[config.mk]
export PLATFORM = sky130hd
export DESIGN_NAME = xo_game_sequencer
export DESIGN_NICKNAME = d
export VERILOG_FILES = /design/src/rtl/xo_pkg.sv /design/src/rtl/xo_line_checker.sv /design/src/rtl/xo_game_sequencer.sv
export SDC_FILE = /design/constraint.sdc
export NUM_CORES = 1
export LEC_CHECK = 0
export CAP_MARGIN = 30
export CORE_MARGIN = 5
export CORE_UTILIZATION = 50
export CTS_BUF_LIST = sky130_fd_sc_hd__clkbuf_8 sky130_fd_sc_hd__clkbuf_16
export DETAILED_ROUTE_END_ITERATION = 8
export PLACE_DENSITY = 0.76
export REMOVE_ABC_BUFFERS = 1
export SLEW_MARGIN = 20
export SYNTH_ARGS = -nofsm -noshare
export SYNTH_HDL_FRONTEND = slang
export SYNTH_HIERARCHICAL = 1
export SYNTH_SLANG_ARGS = --single-unit
[constraint.sdc]
create_clock -name clock -period 7.2 [get_ports clock]
set_clock_uncertainty 0.1 [all_clocks]
set_input_delay 2.16 -clock clock [delete_from_list [all_inputs] [get_ports clock]]
set_output_delay 2.16 -clock clock [all_outputs]
set_load 0.05 [all_outputs]
[src/rtl/xo_pkg.sv]
`default_nettype none
// +--------------------------------------------------------------------+
// | Module   : xo_pkg                                                   |
// | Purpose  : Shared constants for the noughts-and-crosses game logic: |
// |            FSM state codes, side codes, winning-line table and a    |
// |            cursor column helper.                                    |
// | Revision : 1.0 - initial release                                    |
// +--------------------------------------------------------------------+
package xo_pkg;

  // FSM state codes, also exported on the state output
  localparam logic [2:0] ST_SPLASH = 3'd0;
  localparam logic [2:0] ST_PLAY   = 3'd1;
  localparam logic [2:0] ST_EVAL   = 3'd2;
  localparam logic [2:0] ST_WIN    = 3'd3;
  localparam logic [2:0] ST_TIE    = 3'd4;

  localparam logic SIDE_X = 1'b0;
  localparam logic SIDE_O = 1'b1;

  localparam int CELL_COUNT = 9;
  localparam int LINE_COUNT = 8;

  // Winning triples, row-major cell indices; order sets checker priority
  localparam logic [3:0] WIN_LINES [LINE_COUNT][3] = '{
    '{4'd0, 4'd1, 4'd2},
    '{4'd3, 4'd4, 4'd5},
    '{4'd6, 4'd7, 4'd8},
    '{4'd0, 4'd3, 4'd6},
    '{4'd1, 4'd4, 4'd7},
    '{4'd2, 4'd5, 4'd8},
    '{4'd0, 4'd4, 4'd8},
    '{4'd2, 4'd4, 4'd6}
  };

  // Column (0..2) of a row-major cell index, avoids a modulo operator
  function automatic logic [1:0] cell_col(input logic [3:0] idx);
    case (idx)
      4'd0, 4'd3, 4'd6: cell_col = 2'd0;
      4'd1, 4'd4, 4'd7: cell_col = 2'd1;
      default:          cell_col = 2'd2;
    endcase
  endfunction

endpackage
`default_nettype wire

[src/rtl/xo_line_checker.sv]
`default_nettype none
// +--------------------------------------------------------------------+
// | Module   : xo_line_checker                                          |
// | Purpose  : Combinational three-in-a-row detector. The first line in |
// |            table order that is fully occupied by one side wins.     |
// | Revision : 1.0 - initial release                                    |
// +--------------------------------------------------------------------+
module xo_line_checker
  import xo_pkg::*;
(
  input  logic [8:0] checked,
  input  logic [8:0] sign,
  output logic       line_found,
  output logic       line_winner
);

  // Priority scan over the line table; later hits are masked by the first
  always_comb begin
    line_found  = 1'b0;
    line_winner = SIDE_X;
    for (int k = 0; k < LINE_COUNT; k++) begin
      if (!line_found &&
          checked[WIN_LINES[k][0]] && checked[WIN_LINES[k][1]] && checked[WIN_LINES[k][2]] &&
          (sign[WIN_LINES[k][0]] == sign[WIN_LINES[k][1]]) &&
          (sign[WIN_LINES[k][0]] == sign[WIN_LINES[k][2]])) begin
        line_found  = 1'b1;
        line_winner = sign[WIN_LINES[k][0]];
      end
    end
  end

endmodule
`default_nettype wire

[src/rtl/xo_game_sequencer.sv]
`default_nettype none
// +--------------------------------------------------------------------+
// | Module   : xo_game_sequencer                                        |
// | Purpose  : Game-flow controller: board, cursor, turn, scores and    |
// |            the SPLASH/PLAY/EVAL/WIN/TIE state machine.              |
// | Revision : 1.0 - initial release                                    |
// +--------------------------------------------------------------------+
module xo_game_sequencer
  import xo_pkg::*;
#(
  parameter int SPLASH_TICKS = 4,
  parameter int SCORE_MAX    = 99,
  parameter int CURSOR_HOME  = 4
) (
  input  logic       clock,
  input  logic       reset,
  input  logic       tick_1hz,
  input  logic       btn_up,
  input  logic       btn_down,
  input  logic       btn_left,
  input  logic       btn_right,
  input  logic       btn_confirm,
  input  logic       clear_scores,
  output logic [3:0] cursor_index,
  output logic [8:0] checked,
  output logic [8:0] sign,
  output logic       turn,
  output logic [2:0] state,
  output logic       show_splash,
  output logic       game_over,
  output logic       winner_valid,
  output logic       winner,
  output logic [6:0] x_score,
  output logic [6:0] o_score
);

  localparam logic [3:0] c_SPLASH_LAST = 4'(SPLASH_TICKS - 1);
  localparam logic [3:0] c_HOME        = 4'(CURSOR_HOME);
  localparam logic [3:0] c_FULL        = 4'(CELL_COUNT);
  localparam logic [6:0] c_SCORE_MAX   = 7'(SCORE_MAX);

  logic [2:0] r_state;
  logic [3:0] r_cursor;
  logic [8:0] r_checked;
  logic [8:0] r_sign;
  logic       r_turn;
  logic [3:0] r_move_count;
  logic [3:0] r_splash_cnt;
  logic       r_winner;
  logic [6:0] r_x_score;
  logic [6:0] r_o_score;
  logic       w_line_found;
  logic       w_line_winner;
  logic       w_score_event;

  xo_line_checker u_checker (
    .checked     (r_checked),
    .sign        (r_sign),
    .line_found  (w_line_found),
    .line_winner (w_line_winner)
  );

  // A round is scored only on the single EVAL cycle that finds a line
  assign w_score_event = (r_state == ST_EVAL) && w_line_found;

  // Main FSM plus the board, cursor and turn it owns
  always_ff @(posedge clock) begin
    if (reset) begin
      r_state      <= ST_SPLASH;
      r_cursor     <= c_HOME;
      r_checked    <= '0;
      r_sign       <= '0;
      r_turn       <= SIDE_X;
      r_move_count <= '0;
      r_splash_cnt <= '0;
      r_winner     <= SIDE_X;
    end else begin
      case (r_state)
        ST_SPLASH: begin
          if (btn_confirm) begin
            r_state      <= ST_PLAY;
            r_splash_cnt <= '0;
          end else if (tick_1hz) begin
            if (r_splash_cnt == c_SPLASH_LAST) begin
              r_state      <= ST_PLAY;
              r_splash_cnt <= '0;
            end else begin
              r_splash_cnt <= r_splash_cnt + 4'd1;
            end
          end
        end
        ST_PLAY: begin
          if (btn_confirm) begin
            // Occupied cell: the press is swallowed and nothing changes
            if (!r_checked[r_cursor]) begin
              r_checked[r_cursor] <= 1'b1;
              r_sign[r_cursor]    <= r_turn;
              r_turn              <= ~r_turn;
              r_move_count        <= r_move_count + 4'd1;
              r_state             <= ST_EVAL;
            end
          end else if (btn_up) begin
            if (r_cursor > 4'd2) r_cursor <= r_cursor - 4'd3;
          end else if (btn_down) begin
            if (r_cursor < 4'd6) r_cursor <= r_cursor + 4'd3;
          end else if (btn_left) begin
            if (cell_col(r_cursor) != 2'd0) r_cursor <= r_cursor - 4'd1;
          end else if (btn_right) begin
            if (cell_col(r_cursor) != 2'd2) r_cursor <= r_cursor + 4'd1;
          end
        end
        ST_EVAL: begin
          // Line check first so a line on the ninth move is a win
          if (w_line_found) begin
            r_state  <= ST_WIN;
            r_winner <= w_line_winner;
          end else if (r_move_count == c_FULL) begin
            r_state <= ST_TIE;
          end else begin
            r_state <= ST_PLAY;
          end
        end
        ST_WIN, ST_TIE: begin
          if (btn_confirm) begin
            r_state      <= ST_PLAY;
            r_cursor     <= c_HOME;
            r_checked    <= '0;
            r_sign       <= '0;
            r_turn       <= SIDE_X;
            r_move_count <= '0;
            r_winner     <= SIDE_X;
          end
        end
        default: begin
          r_state      <= ST_SPLASH;
          r_splash_cnt <= '0;
          r_winner     <= SIDE_X;
        end
      endcase
    end
  end

  // Saturating score counters; clear_scores beats a same-cycle increment
  always_ff @(posedge clock) begin
    if (reset || clear_scores) begin
      r_x_score <= '0;
      r_o_score <= '0;
    end else if (w_score_event) begin
      if (w_line_winner == SIDE_X) begin
        if (r_x_score < c_SCORE_MAX) r_x_score <= r_x_score + 7'd1;
      end else begin
        if (r_o_score < c_SCORE_MAX) r_o_score <= r_o_score + 7'd1;
      end
    end
  end

  assign cursor_index = r_cursor;
  assign checked      = r_checked;
  assign sign         = r_sign;
  assign turn         = r_turn;
  assign state        = r_state;
  assign show_splash  = (r_state == ST_SPLASH);
  assign game_over    = (r_state == ST_WIN) || (r_state == ST_TIE);
  assign winner_valid = (r_state == ST_WIN);
  assign winner       = r_winner;
  assign x_score      = r_x_score;
  assign o_score      = r_o_score;

endmodule
`default_nettype wire

==> results.sh <==
export IMPL_placed_cells=466
export IMPL_drtIter0Drc=243
export IMPL_netlist_area_leader_share=0.329
export IMPL_crit_path_start_kind="flip-flop"
export IMPL_hold_violations=0
export IMPL_crit_chain="and3b_1 -> a21oi_1 -> inv_2 -> clkdlybuf4s50_1"
export IMPL_insertion_delay_ps=300
export IMPL_period_needed_ps=4630
export IMPL_outcome="finished, final reports clean"
export IMPL_async_reset_ff_frac=0
export IMPL_via_per_inst=5.74
export IMPL_yosysTopAreaCell="dfxtp_1"
export IMPL_grt_max_degree=21
export IMPL_fmax_mhz=216
export IMPL_cp_num_buf_inv=2
export IMPL_yosys_warnings=6
export IMPL_slew_headroom=0.466
export IMPL_synth_edff_count=0
export IMPL_path_max_fanout=14
export IMPL_rsz0062_at_grt="no"
export IMPL_grt_usage=0.200
export IMPL_post_cts_setup_buffers=0
export IMPL_ys_seq_area_frac=0.329
export IMPL_synth_area_um2=2980
export IMPL_dp_hpwl_um=5330
export IMPL_final_cell_mix="clkdlybuf4s50_1, dfxtp_1, nor2_1, nand2_1, nand3_1"
export IMPL_antenna_found_initial=0
export IMPL_clkTransAtPathRegs_ps=90
export IMPL_place_gp_congestion=0.914
export IMPL_crit_slowest_cell="clkdlybuf4s50_1"
export IMPL_fp_coreArea_um2=5850
export IMPL_drcViolationCount=0
export IMPL_nets=417
export IMPL_numCtsBuffers=5
export IMPL_power_net_switching_uw=204
export IMPL_io_buffers=52
export IMPL_fin_setup_tns_ps=0
export IMPL_grt_pass1_vias=2625
export IMPL_cts_root_buffer_cell="clkbuf_8"
export IMPL_ys_ff_latch=49
export IMPL_worst_setup_path_end_kind="output port"
export IMPL_firstDrtPassIters=4
export IMPL_cts_tree="yes"
export IMPL_avgSynthCellArea_um2=8.33
export IMPL_static_leakage_power_uw=0.00126
export IMPL_grt_pass1_wl_um=12500
export IMPL_dieArea_um2=7610
export IMPL_power_density_nw_per_um2=169
export IMPL_cts_resized=0
export IMPL_worstPathArrival_ps=2370
export IMPL_ios=53
export IMPL_cap_violations=0
export IMPL_cts_hold_repair_buffers=0
export IMPL_critical_path_class="flip-flop to output port"
export IMPL_cpPeakStageDelay_ps=740
export IMPL_clock_power_share=0.266
export IMPL_n_antenna_cell=0
export IMPL_layout_drive_gt1_share=0.0602
export IMPL_antenna_left=0
export IMPL_final_common_cell="clkdlybuf4s50_1"
export IMPL_finalSetupViolCount=0
export IMPL_overflow=0
export IMPL_die_x_um=87.2
export IMPL_drt_wl_total_um=7300
export IMPL_worst_pin_slew_ps=801
export IMPL_initial_core_util=0.510
export IMPL_htreeDepth=2
export IMPL_route_detailed_wl_per_inst_um=15.4
export IMPL_clockBufferDepth=2
export IMPL_rows=28
export IMPL_critPathTopFamily="buffers and inverters"
export IMPL_synth_area_leaders="dfxtp_1, nor2_1, ha_1, xor2_1, nand2_1"
export IMPL_swShare=0.336
export IMPL_finalCritPeriodShare=0.643
export IMPL_die_h_um=87.2
export IMPL_fin_cells=474
export IMPL_nFillCells=550
export IMPL_slew_violations=0
export IMPL_met1Wirelength_um=3400
export IMPL_yosys_cell_types_count=69
export IMPL_seqPwrFrac=0.496
export IMPL_ir_drop_mv=0.100
export IMPL_clock_sinks=49
export IMPL_regArea_um2=981
export IMPL_p_int_uw=401
export IMPL_comb_power_share=0.238
export IMPL_multi_input_area_um2=1850
export IMPL_hp_class="flip-flop to flip-flop"
export IMPL_synth_flop_cell="dfxtp_1"
export IMPL_crit_required_ps=4940
export IMPL_met2WireLength_um=3430
export IMPL_wl_met3_um=408
export IMPL_p_total_uw=605
export IMPL_area_delta_synth_final_pct=20.1
export IMPL_vias=2721
export IMPL_syn_instance_count=358
export IMPL_highest_layer="met4"
-- cells in the mapped netlist (3+ instances only) --
cell type	count
nor2b_1	6
mux2i_1	9
nor3_1	5
xor2_1	13
and3_1	4
dfxtp_1	49
o21bai_1	3
o21ai_0	11
or2_2	3
inv_1	12
nand3_1	20
ha_1	10
nand2_1	30
nor2_1	45
a31oi_1	3
buf_2	4
a22oi_1	4
o31ai_1	3
a211oi_1	3
clkbuf_1	11
a21oi_1	18
or3_1	11
o21a_1	8
xnor2_1	4
nand4_1	7
-- sequential cells by signal, indices dropped and copies added (netlist names) --
register and flops:
winner 1, sign 9, checked 9, state 3
r_splash_cnt 4, turn 1, cursor_index 4, x_score 7
o_score 7, r_move_count 4
-- stage by stage --
step           hold slack, ps  area [um2]  setup WS [ps]  utilization
2_1_floorplan             354        2880           3090            -
3_3_place_gp              365        3500           2890        0.598
3_5_place_dp              376        3500           2800        0.598
4_1_cts                   393        3580           2590        0.612
5_1_grt                   428        3580           2480        0.612
6_report                  388        3580           2570        0.612
-- metal layers --
metal | vias to the layer above | GRT usage
li1 | 1372 | -
met1 | 1274 | 0.274
met2 | 70 | 0.325
met3 | 5 | 0.0360
met4 | 0 | 0.0516
met5 | - | 0
-- tightest hold or removal path, stage by stage (launching register included) --
cell	delay, ps
dfxtp_1	330
nand2_1	50
o21ai_0	60
-- worst paths after layout --
check | startpoint | end | slack, ps | depth (start not counted)
max | state[2] | game_over | 2570 | 4
min | x_score[6] | x_score[6] | 390 | 2
max reg2reg | sign[0] | x_score[4] | 4400 | 10
min reg2reg | x_score[6] | x_score[6] | 390 | 2
-- area by class of cell --
type | instances | area share
sequential | 49 | 0.274
clock buffer | 5 | 0.0192
inverter | 13 | 0.0136
tap | 75 | 0.0262
clock inverter | 3 | 0.00419
timing repair buffer | 52 | 0.145
multi-input combinational | 277 | 0.518
-- cells by family (layout without fill, tap and decap cells) --
kind of cell / Yosys count / after routing / share of synthesized area
fa+ha+maj: 10 / 10 / 0.0419
flops: 49 / 49 / 0.329
buf+inv: 32 / 73 / 0.0495
simple gates: 154 / 154 / 0.268
xor+xnor: 17 / 17 / 0.0499
mux: 13 / 13 / 0.0566
compound gates: 83 / 83 / 0.205
-- power by group through the flow --
| stage | registers, uW | clock network (uW) | logic [uW] |
|---|---|---|---|
| after floorplan | 322 | 0 | 81.5 |
| after global placement | 306 | 0 | 140 |
| after detailed placement | 306 | 0 | 144 |
| after CTS | 300 | 163 | 144 |
| after global routing | 303 | 177 | 157 |
| final | 300 | 161 | 144 |
No activity file was read; power rests on OpenSTA's default activity.
